### config.mk
export PLATFORM = sky130hd
export DESIGN_NAME = bram_graph_loader
export DESIGN_NICKNAME = d
export VERILOG_FILES = /design/src/rtl/bram_graph_loader.sv
export SDC_FILE = /design/constraint.sdc
export NUM_CORES = 1
export LEC_CHECK = 0
export CAP_MARGIN = 40
export CORE_MARGIN = 4
export CORE_UTILIZATION = 40
export DETAILED_ROUTE_END_ITERATION = 10
export PLACE_DENSITY_LB_ADDON = 0.25
export SYNTH_ARGS = -nofsm -noshare
export SYNTH_HDL_FRONTEND = slang
export SYNTH_SLANG_ARGS = --single-unit
### constraint.sdc
create_clock -name clk -period 2.48 [get_ports clk]
set_input_delay 0.744 -clock clk [delete_from_list [all_inputs] [get_ports clk]]
set_output_delay 0.744 -clock clk [all_outputs]
set_load 0.01 [all_outputs]
### src/rtl/bram_graph_loader.sv
// Streams words into the graph BRAM at addresses 0..N-1, then raises `ready` so the walker can take the port.
// Define LOADER_READBACK_EN to compile in a readback pass that checks the BRAM contents against a load checksum.
//
// state  | meaning
// IDLE   | waiting for the first start
// LOAD   | accepting stream words, one write per handshake
// FLUSH  | last write presented, commits on the exiting edge
// VERIFY | readback sum of addresses 0..N-1 (LOADER_READBACK_EN only)
// DONE   | load complete, walker owns the BRAM port
module bram_graph_loader #(
  parameter int ADDR_WIDTH = 13,
  parameter int DATA_WIDTH = 32,
  parameter int DEPTH      = 8192
) (
  input  logic                  clk,
  input  logic                  rst,
  input  logic                  start,
  input  logic                  s_valid,
  input  logic [DATA_WIDTH-1:0] s_data,
  input  logic                  s_last,
  output logic                  s_ready,
  output logic [ADDR_WIDTH-1:0] address,
  output logic                  write_enable,
  output logic [DATA_WIDTH-1:0] data_out,
  input  logic [DATA_WIDTH-1:0] data_in,
  output logic                  ready,
  output logic                  busy,
  output logic [ADDR_WIDTH:0]   word_count,
  output logic                  err
);

  localparam logic [2:0] S_IDLE   = 3'd0;
  localparam logic [2:0] S_LOAD   = 3'd1;
  localparam logic [2:0] S_FLUSH  = 3'd2;
  localparam logic [2:0] S_DONE   = 3'd4;
`ifdef LOADER_READBACK_EN
  localparam logic [2:0] S_VERIFY = 3'd3;
`endif

  localparam logic [ADDR_WIDTH:0] FULL = (ADDR_WIDTH + 1)'(DEPTH);

  logic [2:0]            state;
  logic [ADDR_WIDTH:0]   count;
  logic [DATA_WIDTH-1:0] checksum;
  logic                  ready_q;
  logic                  handshake;

  assign s_ready    = (state == S_LOAD);
  assign busy       = (state != S_IDLE) && (state != S_DONE);
  assign handshake  = s_valid && s_ready;
  assign word_count = count;
  assign ready      = ready_q;

`ifdef LOADER_READBACK_EN
  // vcyc counts VERIFY edges; read data for address i is sampled when vcyc == i+1
  logic [ADDR_WIDTH:0]   vcyc;
  logic [DATA_WIDTH-1:0] rb_sum;
  logic                  err_q;

  assign err = err_q;
`else
  logic unused_readback;

  assign err             = 1'b0;
  assign unused_readback = ^{data_in, checksum};
`endif

  always_ff @(posedge clk) begin
    if (rst) begin
      state        <= S_IDLE;
      count        <= '0;
      checksum     <= '0;
      ready_q      <= 1'b0;
      address      <= '0;
      write_enable <= 1'b0;
      data_out     <= '0;
`ifdef LOADER_READBACK_EN
      vcyc         <= '0;
      rb_sum       <= '0;
      err_q        <= 1'b0;
`endif
    end else begin
      case (state)
        S_IDLE, S_DONE: begin
          if (start) begin
            state    <= S_LOAD;
            ready_q  <= 1'b0;
            count    <= '0;
            checksum <= '0;
`ifdef LOADER_READBACK_EN
            err_q    <= 1'b0;
`endif
          end
        end
        S_LOAD: begin
          write_enable <= handshake;
          if (handshake) begin
            address  <= count[ADDR_WIDTH-1:0];
            data_out <= s_data;
            count    <= count + 1'b1;
            checksum <= checksum + s_data;
            if (s_last || (count + 1'b1 == FULL)) begin
              state <= S_FLUSH;
            end
          end
        end
        S_FLUSH: begin
          address      <= '0;
          write_enable <= 1'b0;
`ifdef LOADER_READBACK_EN
          state        <= S_VERIFY;
          vcyc         <= '0;
          rb_sum       <= '0;
`else
          state        <= S_DONE;
          ready_q      <= 1'b1;
`endif
        end
`ifdef LOADER_READBACK_EN
        S_VERIFY: begin
          vcyc <= vcyc + 1'b1;
          if (vcyc + 1'b1 < count) begin
            address <= ADDR_WIDTH'(vcyc + 1'b1);
          end
          if ((vcyc != '0) && (vcyc <= count)) begin
            rb_sum <= rb_sum + data_in;
          end
          if (vcyc == count + 1'b1) begin
            err_q   <= (rb_sum != checksum);
            ready_q <= 1'b1;
            address <= '0;
            state   <= S_DONE;
          end
        end
`endif
        default: state <= S_IDLE;
      endcase
    end
  end

endmodule

-- Yosys cells after proc, flatten, opt, wreduce, memory -nomap -nowiden
Cells that the tools add are included.
- muxes and demuxes: 12
- add/sub/neg operators: 1
- reductions and logical operators: 14
- equal/unequal tests: 8
- operator list (cell ; number):
    2-to-1 mux 14 bit ; 2
    one-hot mux 14 bit (2 select lines) ; 1
    one-hot mux 13 bit (2 select lines) ; 1
    adder 14 x 1 -> 14 bit (second input constant) ; 1
    equality test 14 bit (second input constant) ; 1
    2-to-1 mux 13 bit ; 1
    2-to-1 mux 3 bit ; 3
    one-hot mux 3 bit (3 select lines) ; 1
    AND reduction 2 bit ; 3
    AND reduction 3 bit ; 2
    nonzero test 2 bit ; 3
    != test 2 x 1 -> 1 bit (second input constant) ; 2
    one-hot mux 1 bit (2 select lines) ; 2
    equality test 3 x 1 -> 1 bit (second input constant) ; 1
    equality test 3 x 2 -> 1 bit (second input constant) ; 1
    equality test 3 bit (second input constant) ; 1
    zero test 3 bit ; 1
    != test 3 bit (second input constant) ; 1
    nonzero test 3 bit ; 1
    logical AND 1 bit ; 2
    != test 2 bit (second input constant) ; 1
    OR reduction 2 bit ; 1
    logical OR 1 bit ; 1
    2-to-1 mux 1 bit ; 1
- word-level logic and storage cells: 41
- register bits: 64
- bits of input ports: 69
- output and inout bits: 64

-- Longest topological paths before layout
Gate-level depths: netlist (run 1).
- depth in word-level cells: 6
- mapped depth: 9
- depth with buffers taken out: 7

-- Worst setup path after synthesis (run 1)
No wires, ideal clock.
- kind: flip-flop to flip-flop
- from: reg count[0] (netlist: word_count[0])
- to: reg state[0]
- stages on the path, launching flop included: 7
- buffers on the path: 0
- clock period less this slack: 2.322 ns
- data required time: 2.361 ns
- arrival: 2.203 ns
- path slack: 0.158 ns
- library setup time: 0.119 ns
- cells stage by stage: dfxtp_1 -> ha_1 -> nand4_1 -> a2bb2oi_1 -> or4_1 -> or4_1 -> o221a_1
- word-level cells in the longest chain between the ends: 5
- RTL lines (what ; RTL line ; text):
    start, declared ; 43 ; logic [ADDR_WIDTH:0] count;
    start signal, assigned ; 100 ; count <= count + 1'b1;
    adder 14 x 1 -> 14 bit ; 102 ; if (s_last || (count + 1'b1 == FULL)) begin
    equality test 14 bit ; 102 ;
    logical OR 1 bit ; 102 ;
    != test 2 x 1 -> 1 bit (no line) ; n/a ;
    AND reduction 3 bit (no line) ; n/a ;
    end signal, assigned ; 103 ; state <= S_FLUSH;
    end signal, assigned ; 115 ; state <= S_DONE;
    end signal, assigned ; 136 ; default: state <= S_IDLE;
    end, declared ; 42 ; logic [2:0] state;
Every way passes these cells.
A chain may end at the register's enable or synchronous reset.

-- Final worst setup path (run 1)
- from: in start
- to: reg state[0]
- word-level cells in the longest chain between the ends: 2
- RTL lines (what ; RTL line ; text):
    start, declared ; 17 ; input logic start,
    != test 2 bit (no line) ; n/a ;
    AND reduction 3 bit (no line) ; n/a ;
    end signal, assigned ; 70 ; state <= S_IDLE;
    end signal, assigned ; 86 ; state <= S_LOAD;
    end signal, assigned ; 103 ;
Every way passes these cells.

==> results of run 1 <==
-- state kept, by name, summed over array words and instances, names as in the netlist --
signal        cells
address          13
write_enable      1
state             3
word_count       14
data_out         32
ready             1
-- routing by layer --
metal / part of all wire / vias up / global-route usage
met3: 0.067 / 15 / 0.04250
met5: 0 / - / 0
li1: - / 1425 / -
met1: 0.45 / 1300 / 0.2435
met2: 0.46 / 96 / 0.3014
met4: 0.025 / 0 / 0.1046
-- metrics by stage --
stage | power, uW | hold slack (ns) | TNS (ns) | instances
2_1_floorplan | 1204 | 0.4805 | 0 | 360
3_3_place_gp | 1358 | 0.4410 | -1.597 | 524
3_5_place_dp | 1361 | 0.4458 | -2.345 | 524
4_1_cts | 2491 | 0.4566 | 0 | 540
5_1_grt | 2554 | 0.4768 | 0 | 540
6_report | 2458 | 0.4522 | 0 | 540
-- worst max-delay path: cells and delay by family --
| kind | cells | cell delay [ns] |
|---|---|---|
| buf+inv | 1 | 0.48 |
| simple gates | 4 | 1.21 |
| compound gates | 1 | 0.21 |
-- cell families (layout without fill, tap and decap cells) --
| family | Yosys count | in the layout | share of synthesized area |
|---|---|---|---|
| AND/OR/NAND/NOR | 162 | 162 | 0.2627 |
| AO/OA/AOI/OAI | 90 | 90 | 0.1846 |
| flip-flops | 64 | 64 | 0.4678 |
| buffers and inverters | 37 | 140 | 0.06121 |
| XOR/XNOR | 3 | 3 | 0.009595 |
| adder cells (fa/ha/maj) | 2 | 2 | 0.009135 |
| other | 1 | 1 | 0.001369 |
| multiplexers | 1 | 1 | 0.003655 |
-- report_power, final --
group          leakage, uW  switching (uW)  internal, uW
logic             0.000792             130           140
clock network     0.000127             421           700
registers         0.000518            15.2          1050
-- final timing paths --
kind | slack [ns] | startpoint | cells after the start | end
min | 0.45 | data_out[21]$_SDFFE_PP0P_ | 2 | data_out[21]$_SDFFE_PP0P_
min reg2reg | 0.45 | data_out[21]$_SDFFE_PP0P_ | 2 | data_out[21]$_SDFFE_PP0P_
max reg2reg | 0.26 | word_count[0]$_SDFFE_PP0P_ | 6 | state[0]$_SDFFE_PP0P_
max | 0.07 | start | 6 | state[0]$_SDFFE_PP0P_
-- cells in the mapped netlist --
cell type   n  area, sq um
nor2_1     21        78.83
nor3b_1     2        15.01
a21oi_1    62        310.3
ha_1        2        25.02
a21boi_0    1        7.510
and4_1      1        8.760
nand4_1     5        31.28
dfxtp_1    64         1281
a221oi_1    1        8.760
conb_1      1        3.750
nand3b_1    4        30.03
or4_1       3        22.52
buf_6       2        22.52
clkbuf_1   20        75.07
a311oi_1    2        17.52
nor3_1      4        20.02
o21ai_0    10        50.05
a31oi_1     3        18.77
nor4_1      3        18.77
xor2_1      3        26.28
a311o_1     2        20.02
buf_4       3        22.52
a22oi_1     1        7.510
a41oi_1     1        8.760
mux2i_1     1        10.01
and2_1      1        6.260
inv_1       5        18.77
o21ai_1     1        5.000
a21o_1      1        7.510
or3_1       6        37.54
a2bb2oi_1   2        17.52
buf_1       5        18.77
nor4bb_1    1        10.01
buf_2       2        10.01
o221a_1     1        11.26
nand2_1    92        345.3
nand3_1    19        95.09
a211oi_1    2        15.01
-- what timing repair did --
item                       4_1_cts  5_1_grt
hold endpoints to repair         0        0
resized for setup                0        3
setup endpoints to repair        0        3
-- final cells by class --
cell class	instances	area share
multi-input combinational	259	0.3193
clock buffer	10	0.03345
tap	77	0.02342
sequential	64	0.3117
timing repair buffer	119	0.2792
inverter	5	0.004562
clock inverter	6	0.02828
==> results.json, run 1 <==
{
  "p_leak_uw": 0.001437,
  "cts_tree": "built",
  "drtAntennaViolNets": 0,
  "worst_pin_slew_ns": 0.6066,
  "io_pins": 133,
  "rsz0062_at_grt": "false",
  "crit_path_start_kind": "input port",
  "clk_path_buf_depth": 2,
  "hold_violations": 0,
  "cts_setup_buffers": 0,
  "slowest_stage": "or4_1",
  "ys_types": 38,
  "grt_pass1_wl_microns": 12790,
  "setup_violations": 0,
  "final_common_cell": "clkdlybuf4s50_1",
  "numPortBuffers": 99,
  "cts_buffers": 9,
  "die_x_microns": 90.75,
  "rows": 29,
  "grt_max_degree": 41,
  "clock-root-buffer": "clkbuf_8",
  "ir_worst_vdd_v": 0.0004323,
  "overflow": 0,
  "synth_fp_nets": 431,
  "core-area_sq_um": 6495,
  "dp_hpwl_microns": 5518,
  "clock_sinks": 64,
  "status": "finished, final reports clean",
  "powerDensity_nw_per_um2": 597.6,
  "cp.required_ns": 2.71,
  "wl_per_cell_microns": 14.49,
  "slowest_delay_ns": 0.50,
  "period_minus_slack_ns": 2.411,
  "ys_seq_area_frac": 0.4678,
  "syn_to_final_growth_pct": 50.21,
  "critPathKind": "in2reg",
  "fillers": 584,
  "num_antenna_cells": 0,
  "ys_seq_elements": 64,
  "fin_skew_ns": 0.009131,
  "gp_congestion": 0.8463,
  "die_h_microns": 90.75,
  "vias": 2836,
  "yosysWarnings": 0,
  "drt-pass1-iter-count": 4,
  "grt_pass1_vias": 2574,
  "dieArea_sq_um": 8235,
  "relSlewSlack": 0.5925,
  "htree_levels": 3,
  "routed_via_density": 5.252,
  "drive_gt1_frac": 0.09071,
  "wl_microns": 7822,
  "placed_area_sq_um": 3852,
  "path_clk_slew_ns": 0.07,
  "fin_ws_ns": 0.06862,
  "avgSynthCellArea_sq_um": 7.608,
  "final_nets": 529,
  "final_cell_mix": "clkdlybuf4s50_1, nand2_1, dfxtp_1",
  "drv_cap": 0,
  "synthCells": 360,
  "grt_usage": 0.1919,
  "route.detailed.drc": 0,
  "end_kind": "flop",
  "clk_latency_ns": 0.34,
  "pre_cts_ws_ns": -0.2919,
  "antenna_found_initial": 0,
  "drt-initial-drc-count": 217,
  "netlist_area_sq_um": 2739,
  "cp_max_fo": 2,
  "multiInputGateArea_sq_um": 1314,
  "seq_area_sq_um": 1282,
  "cp_data_arrival_time_ns": 2.64,
  "hold_class": "reg2reg",
  "initial_core_util": 0.4217,
  "finalInstanceArea_sq_um": 4114,
  "utilization": 0.6334,
  "max_freq_ghz": 0.4147,
  "period_share": 0.9723,
  "path_cells": "clkdlybuf4s50_1 -> or3_1 -> nand3_1 -> or4_1 -> or4_4 -> o221a_1",
  "final-max-slew-violation-count": 0,
  "ctsHoldBuffers": 0
}
Note: power is estimated with default switching activity, not from simulation.
==> inputs of run 2 (changes only) <==
--- a/config.mk
+++ b/config.mk
@@ -5,7 +5,6 @@
 export SDC_FILE = /design/constraint.sdc
 export NUM_CORES = 1
 export LEC_CHECK = 0
-export CAP_MARGIN = 40
 export CORE_MARGIN = 4
 export CORE_UTILIZATION = 40
 export DETAILED_ROUTE_END_ITERATION = 10
==> constraint.sdc (replaced) <==
create_clock -name clk -period 2.51 [get_ports clk]
set_input_delay 0.753 -clock clk [delete_from_list [all_inputs] [get_ports clk]]
set_output_delay 0.753 -clock clk [all_outputs]
set_load 0.01 [all_outputs]
==> run 2 against run 1 <==
Net effect:
- total power is 6.5% lower
- sequential cell count stayed put
- die area stayed put
- via count stayed put
- clock power is 13% lower
- highest routed layer unchanged
==> results.json, run 2 (same netlist as run 1, synthesis figures left out) <==
{
  "core-area_sq_um": 6495,
  "wl_per_cell_microns": 14.40,
  "grt_pass1_vias": 2665,
  "dp_hpwl_microns": 5514,
  "drtAntennaViolNets": 0,
  "final_cells": 541,
  "drive_gt1_frac": 0.08836,
  "num_antenna_cells": 0,
  "whs_ns": 0.4528,
  "final_cell_mix": "clkdlybuf4s50_1, nand2_1, dfxtp_1",
  "grt_usage": 0.1906,
  "syn_to_final_growth_pct": 49.29,
  "tns_ns": 0,
  "cts_tree": "built",
  "clk_path_buf_depth": 2,
  "die_h_microns": 90.75,
  "postCtsResizedCells": 0,
  "route.detailed.drc": 0,
  "initial_core_util": 0.4217,
  "drt-initial-drc-count": 177,
  "largest_reg_flops": 32,
  "cts_setup_buffers": 0,
  "drt-pass1-iter-count": 4,
  "numPortBuffers": 99,
  "path_clk_slew_ns": 0.07,
  "cts_buffers": 9,
  "rows": 29,
  "dp.cells": 525,
  "grt_max_degree": 41,
  "clk_latency_ns": 0.33,
  "final-max-slew-violation-count": 0,
  "critPathKind": "in2reg",
  "hold_class": "reg2reg",
  "ir_worst_vdd_v": 0.0002740,
  "clock_sinks": 64,
  "final_common_cell": "clkdlybuf4s50_1",
  "crit_path_start_kind": "input port",
  "clock-root-buffer": "clkbuf_8",
  "setup_violations": 0,
  "vias": 2836,
  "wl_microns": 7788,
  "htree_levels": 3,
  "grt_pass1_wl_microns": 12890,
  "regMostFlops": "data_out",
  "fin_skew_ns": 0.01081,
  "drv_cap": 0,
  "utilization": 0.6296,
  "ctsHoldBuffers": 0,
  "die_x_microns": 90.75,
  "pre_cts_ws_ns": -0.2740,
  "fillers": 590,
  "period_minus_slack_ns": 2.439,
  "antenna_found_initial": 0,
  "gp_congestion": 0.8469,
  "relSlewSlack": 0.5880,
  "period_share": 0.9717,
  "hold_violations": 0,
  "cp.required_ns": 2.72,
  "cp_max_fo": 2,
  "end_kind": "flop",
  "final_nets": 530,
  "worst_pin_slew_ns": 0.6133,
  "io_pins": 133,
  "fin_ws_ns": 0.07091,
  "dieArea_sq_um": 8235,
  "max_freq_ghz": 0.4100,
  "overflow": 0,
  "p_leak_uw": 0.001420,
  "powerDensity_nw_per_um2": 562.4,
  "cp_data_arrival_time_ns": 2.65,
  "status": "finished, final reports clean",
  "routed_via_density": 5.242
}
run 2: through the flow:
| step | power [uW] | cell area [sq um] |
|---|---|---|
| final | 2300 | 4089 |
| after global placement | 1340 | 3860 |
| after CTS | 2318 | 4081 |
| after global routing | 2386 | 4089 |
| after detailed placement | 1345 | 3860 |
| after floorplan | 1190 | 2739 |
run 2: cell type report:
type / instances / area [sq um] / share of cell area
clock buffer: 11 / 141.4 / 0.03458
clock inverter: 5 / 80.08 / 0.01958
inverter: 5 / 18.77 / 0.004590
multi-input combinational: 259 / 1315 / 0.3216
sequential: 64 / 1281 / 0.3133
tap: 77 / 96.34 / 0.02356
timing repair buffer: 120 / 1156 / 0.2827
run 2: where the power goes:
group,switching [uW],internal [uW]
Combinational,128,139
Clock,392,585
Sequential,15.7,1040
run 2: per-layer routing:
layer / track usage / wire (microns)
met1: 0.2465 / 3479
met2: 0.3070 / 3624
met3: 0.04417 / 520
met4: 0.07398 / 164
met5: 0 / 0
run 2: worst paths after layout:
check | start | slack [ns] | cells past startpoint | endpoint
setup / recovery | start | 0.07 | 6 | state[0]$_SDFFE_PP0P_
setup reg to reg | word_count[1]$_SDFFE_PP0P_ | 0.28 | 6 | state[0]$_SDFFE_PP0P_
hold reg to reg | data_out[13]$_SDFFE_PP0P_ | 0.45 | 2 | data_out[13]$_SDFFE_PP0P_
hold / removal | data_out[13]$_SDFFE_PP0P_ | 0.45 | 2 | data_out[13]$_SDFFE_PP0P_
run 2: worst max-delay path: stages:
cell and delay [ns]:
clkdlybuf4s50_1 0.48, or3_4 0.13, nand3_1 0.07, or4_1 0.49
or4_1 0.50, o221a_1 0.22
==> inputs of run 3 (changes only) <==
--- a/config.mk
+++ b/config.mk
@@ -8,6 +8,7 @@
 export CORE_MARGIN = 4
 export CORE_UTILIZATION = 40
 export DETAILED_ROUTE_END_ITERATION = 10
+export GPL_TIMING_DRIVEN = 0
 export PLACE_DENSITY_LB_ADDON = 0.25
 export SYNTH_ARGS = -nofsm -noshare
 export SYNTH_HDL_FRONTEND = slang
==> run 3 against run 2 <==
Net effect:
- die area unchanged
- sequential share of layout area increased by 0.43 points
- setup slack got worse by 0.027 ns
- routed wire length increased by 2.0%
- via count increased by 1.5%
- first-iteration DRC count increased by 1.1%
- hold slack improved by 0.00083 ns
- critical path type unchanged
- critical endpoint unchanged
- largest cell class unchanged
==> results.json, run 3 (same netlist as run 1, synthesis figures left out) <==
{
  "vias": 2879,
  "hold_class": "reg2reg",
  "cp_max_fo": 5,
  "cts_tree": "built",
  "sw_frac_of_total": 0.2478,
  "numPortBuffers": 98,
  "grt_usage": 0.1907,
  "htree_levels": 3,
  "powerDensity_nw_per_um2": 533.6,
  "end_kind": "flop",
  "clk_path_buf_depth": 2,
  "fin_skew_ns": 0.008544,
  "clkPwrFrac": 0.389,
  "wl_per_cell_microns": 14.45,
  "p_leak_uw": 0.001385,
  "final_cell_mix": "clkdlybuf4s50_1, nand2_1, dfxtp_1",
  "cts_buffers": 9,
  "dp_hpwl_microns": 5778,
  "final-max-slew-violation-count": 0,
  "p_seq_frac": 0.491,
  "fin_ws_ns": 0.04356,
  "drt-pass1-iter-count": 5,
  "dieArea_sq_um": 8235,
  "routed_via_density": 5.235,
  "drt-initial-drc-count": 179,
  "hold_violations": 0,
  "overflow": 0,
  "grt_max_degree": 12,
  "gp_congestion": 0.9505,
  "utilization": 0.6217,
  "slowest_delay_ns": 0.57,
  "regMostFlops": "data_out",
  "p_int_uw": 1621,
  "pre_cts_ws_ns": -0.6316,
  "initial_core_util": 0.4217,
  "cts_setup_buffers": 0,
  "netSwitchingPower_uw": 533.8,
  "worst_pin_slew_ns": 0.5363,
  "largest_reg_flops": 32,
  "num_antenna_cells": 0,
  "path_clk_slew_ns": 0.07,
  "drtAntennaViolNets": 0,
  "cp_data_arrival_time_ns": 2.69,
  "rows": 29,
  "clock-root-buffer": "clkbuf_8",
  "max_freq_ghz": 0.4054,
  "fillers": 570,
  "die_h_microns": 90.75,
  "path_cells": "clkdlybuf4s50_1 -> nand3_1 -> or4_1 -> or4_4 -> o221a_1",
  "syn_to_final_growth_pct": 47.42,
  "grt_pass1_vias": 2532,
  "drv_cap": 0,
  "antenna_found_initial": 0,
  "critPathKind": "in2reg",
  "drive_gt1_frac": 0.06342,
  "clk_latency_ns": 0.33,
  "core-area_sq_um": 6495,
  "status": "finished, final reports clean",
  "p_comb_frac": 0.120,
  "clock_sinks": 64,
  "ir_worst_vdd_v": 0.0002562,
  "crit_path_start_kind": "input port",
  "grt_pass1_wl_microns": 12750,
  "period_minus_slack_ns": 2.466,
  "io_pins": 133,
  "final_common_cell": "clkdlybuf4s50_1",
  "period_share": 0.9826,
  "route.detailed.drc": 0,
  "postCtsResizedCells": 4,
  "wl_microns": 7945,
  "relSlewSlack": 0.6397,
  "cp.required_ns": 2.73,
  "slowest_stage": "clkdlybuf4s50_1",
  "ctsHoldBuffers": 0,
  "setup_violations": 0,
  "die_x_microns": 90.75,
  "final_nets": 540
}
==> run 3: worst paths after layout <==
| check | end | slack, ns | start | depth (start not counted) |
|---|---|---|---|---|
| max | state[0]$_SDFFE_PP0P_ | 0.04 | s_valid | 5 |
| min | data_out[3]$_SDFFE_PP0P_ | 0.45 | data_out[3]$_SDFFE_PP0P_ | 2 |
| max reg2reg | state[0]$_SDFFE_PP0P_ | 0.11 | word_count[1]$_SDFFE_PP0P_ | 6 |
| min reg2reg | data_out[3]$_SDFFE_PP0P_ | 0.45 | data_out[3]$_SDFFE_PP0P_ | 2 |
==> run 3: worst max-delay path, delay by kind of cell <==
kind / cells / cell delay (ns)
and+or+nand+nor: 3 / 1.15
AOI/OAI and AO/OA: 1 / 0.21
buffers and inverters: 1 / 0.57
==> run 3: metal layers <==
metal	global-route usage	routed length, microns
met1	0.2549	3563
met4	0.07653	104
met5	0	0
met3	0.04417	548
met2	0.2959	3728
==> run 3: final cells by class <==
class	count	area, sq um	area share
Inverter	5	18.77	0.004648
Buffer	32	155.1	0.03843
Sequential cell	64	1282	0.3176
Clock buffer	9	123.9	0.03068
Tap cell	77	96.34	0.02386
Clock inverter	6	61.31	0.01518
Timing Repair Buffer	98	983.4	0.2436
Multi-Input combinational cell	259	1316	0.3260
==> run 3: metrics by stage <==
| stage | cells | total power (uW) | TNS (ns) | area (sq um) | hold slack (ns) |
|---|---|---|---|---|---|
| after floorplan | 360 | 1190 | 0 | 2739 | 0.4805 |
| after global placement | 535 | 1331 | -18.33 | 3816 | 0.4408 |
| after detailed placement | 535 | 1333 | -20.16 | 3816 | 0.4453 |
| after CTS | 550 | 2177 | 0 | 4013 | 0.4552 |
| final | 550 | 2154 | 0 | 4038 | 0.4536 |
| after global routing | 550 | 2245 | -0.004275 | 4038 | 0.4743 |
==> run 3: power groups by stage <==
| stage | Sequential [uW] | Combinational (uW) | Clock (uW) |
|---|---|---|---|
| 2_1_floorplan | 1090 | 100 | 0 |
| 6_report | 1060 | 259 | 839 |
| 3_5_place_dp | 1080 | 254 | 0 |
| 4_1_cts | 1060 | 256 | 864 |
| 3_3_place_gp | 1080 | 252 | 0 |
| 5_1_grt | 1060 | 284 | 901 |
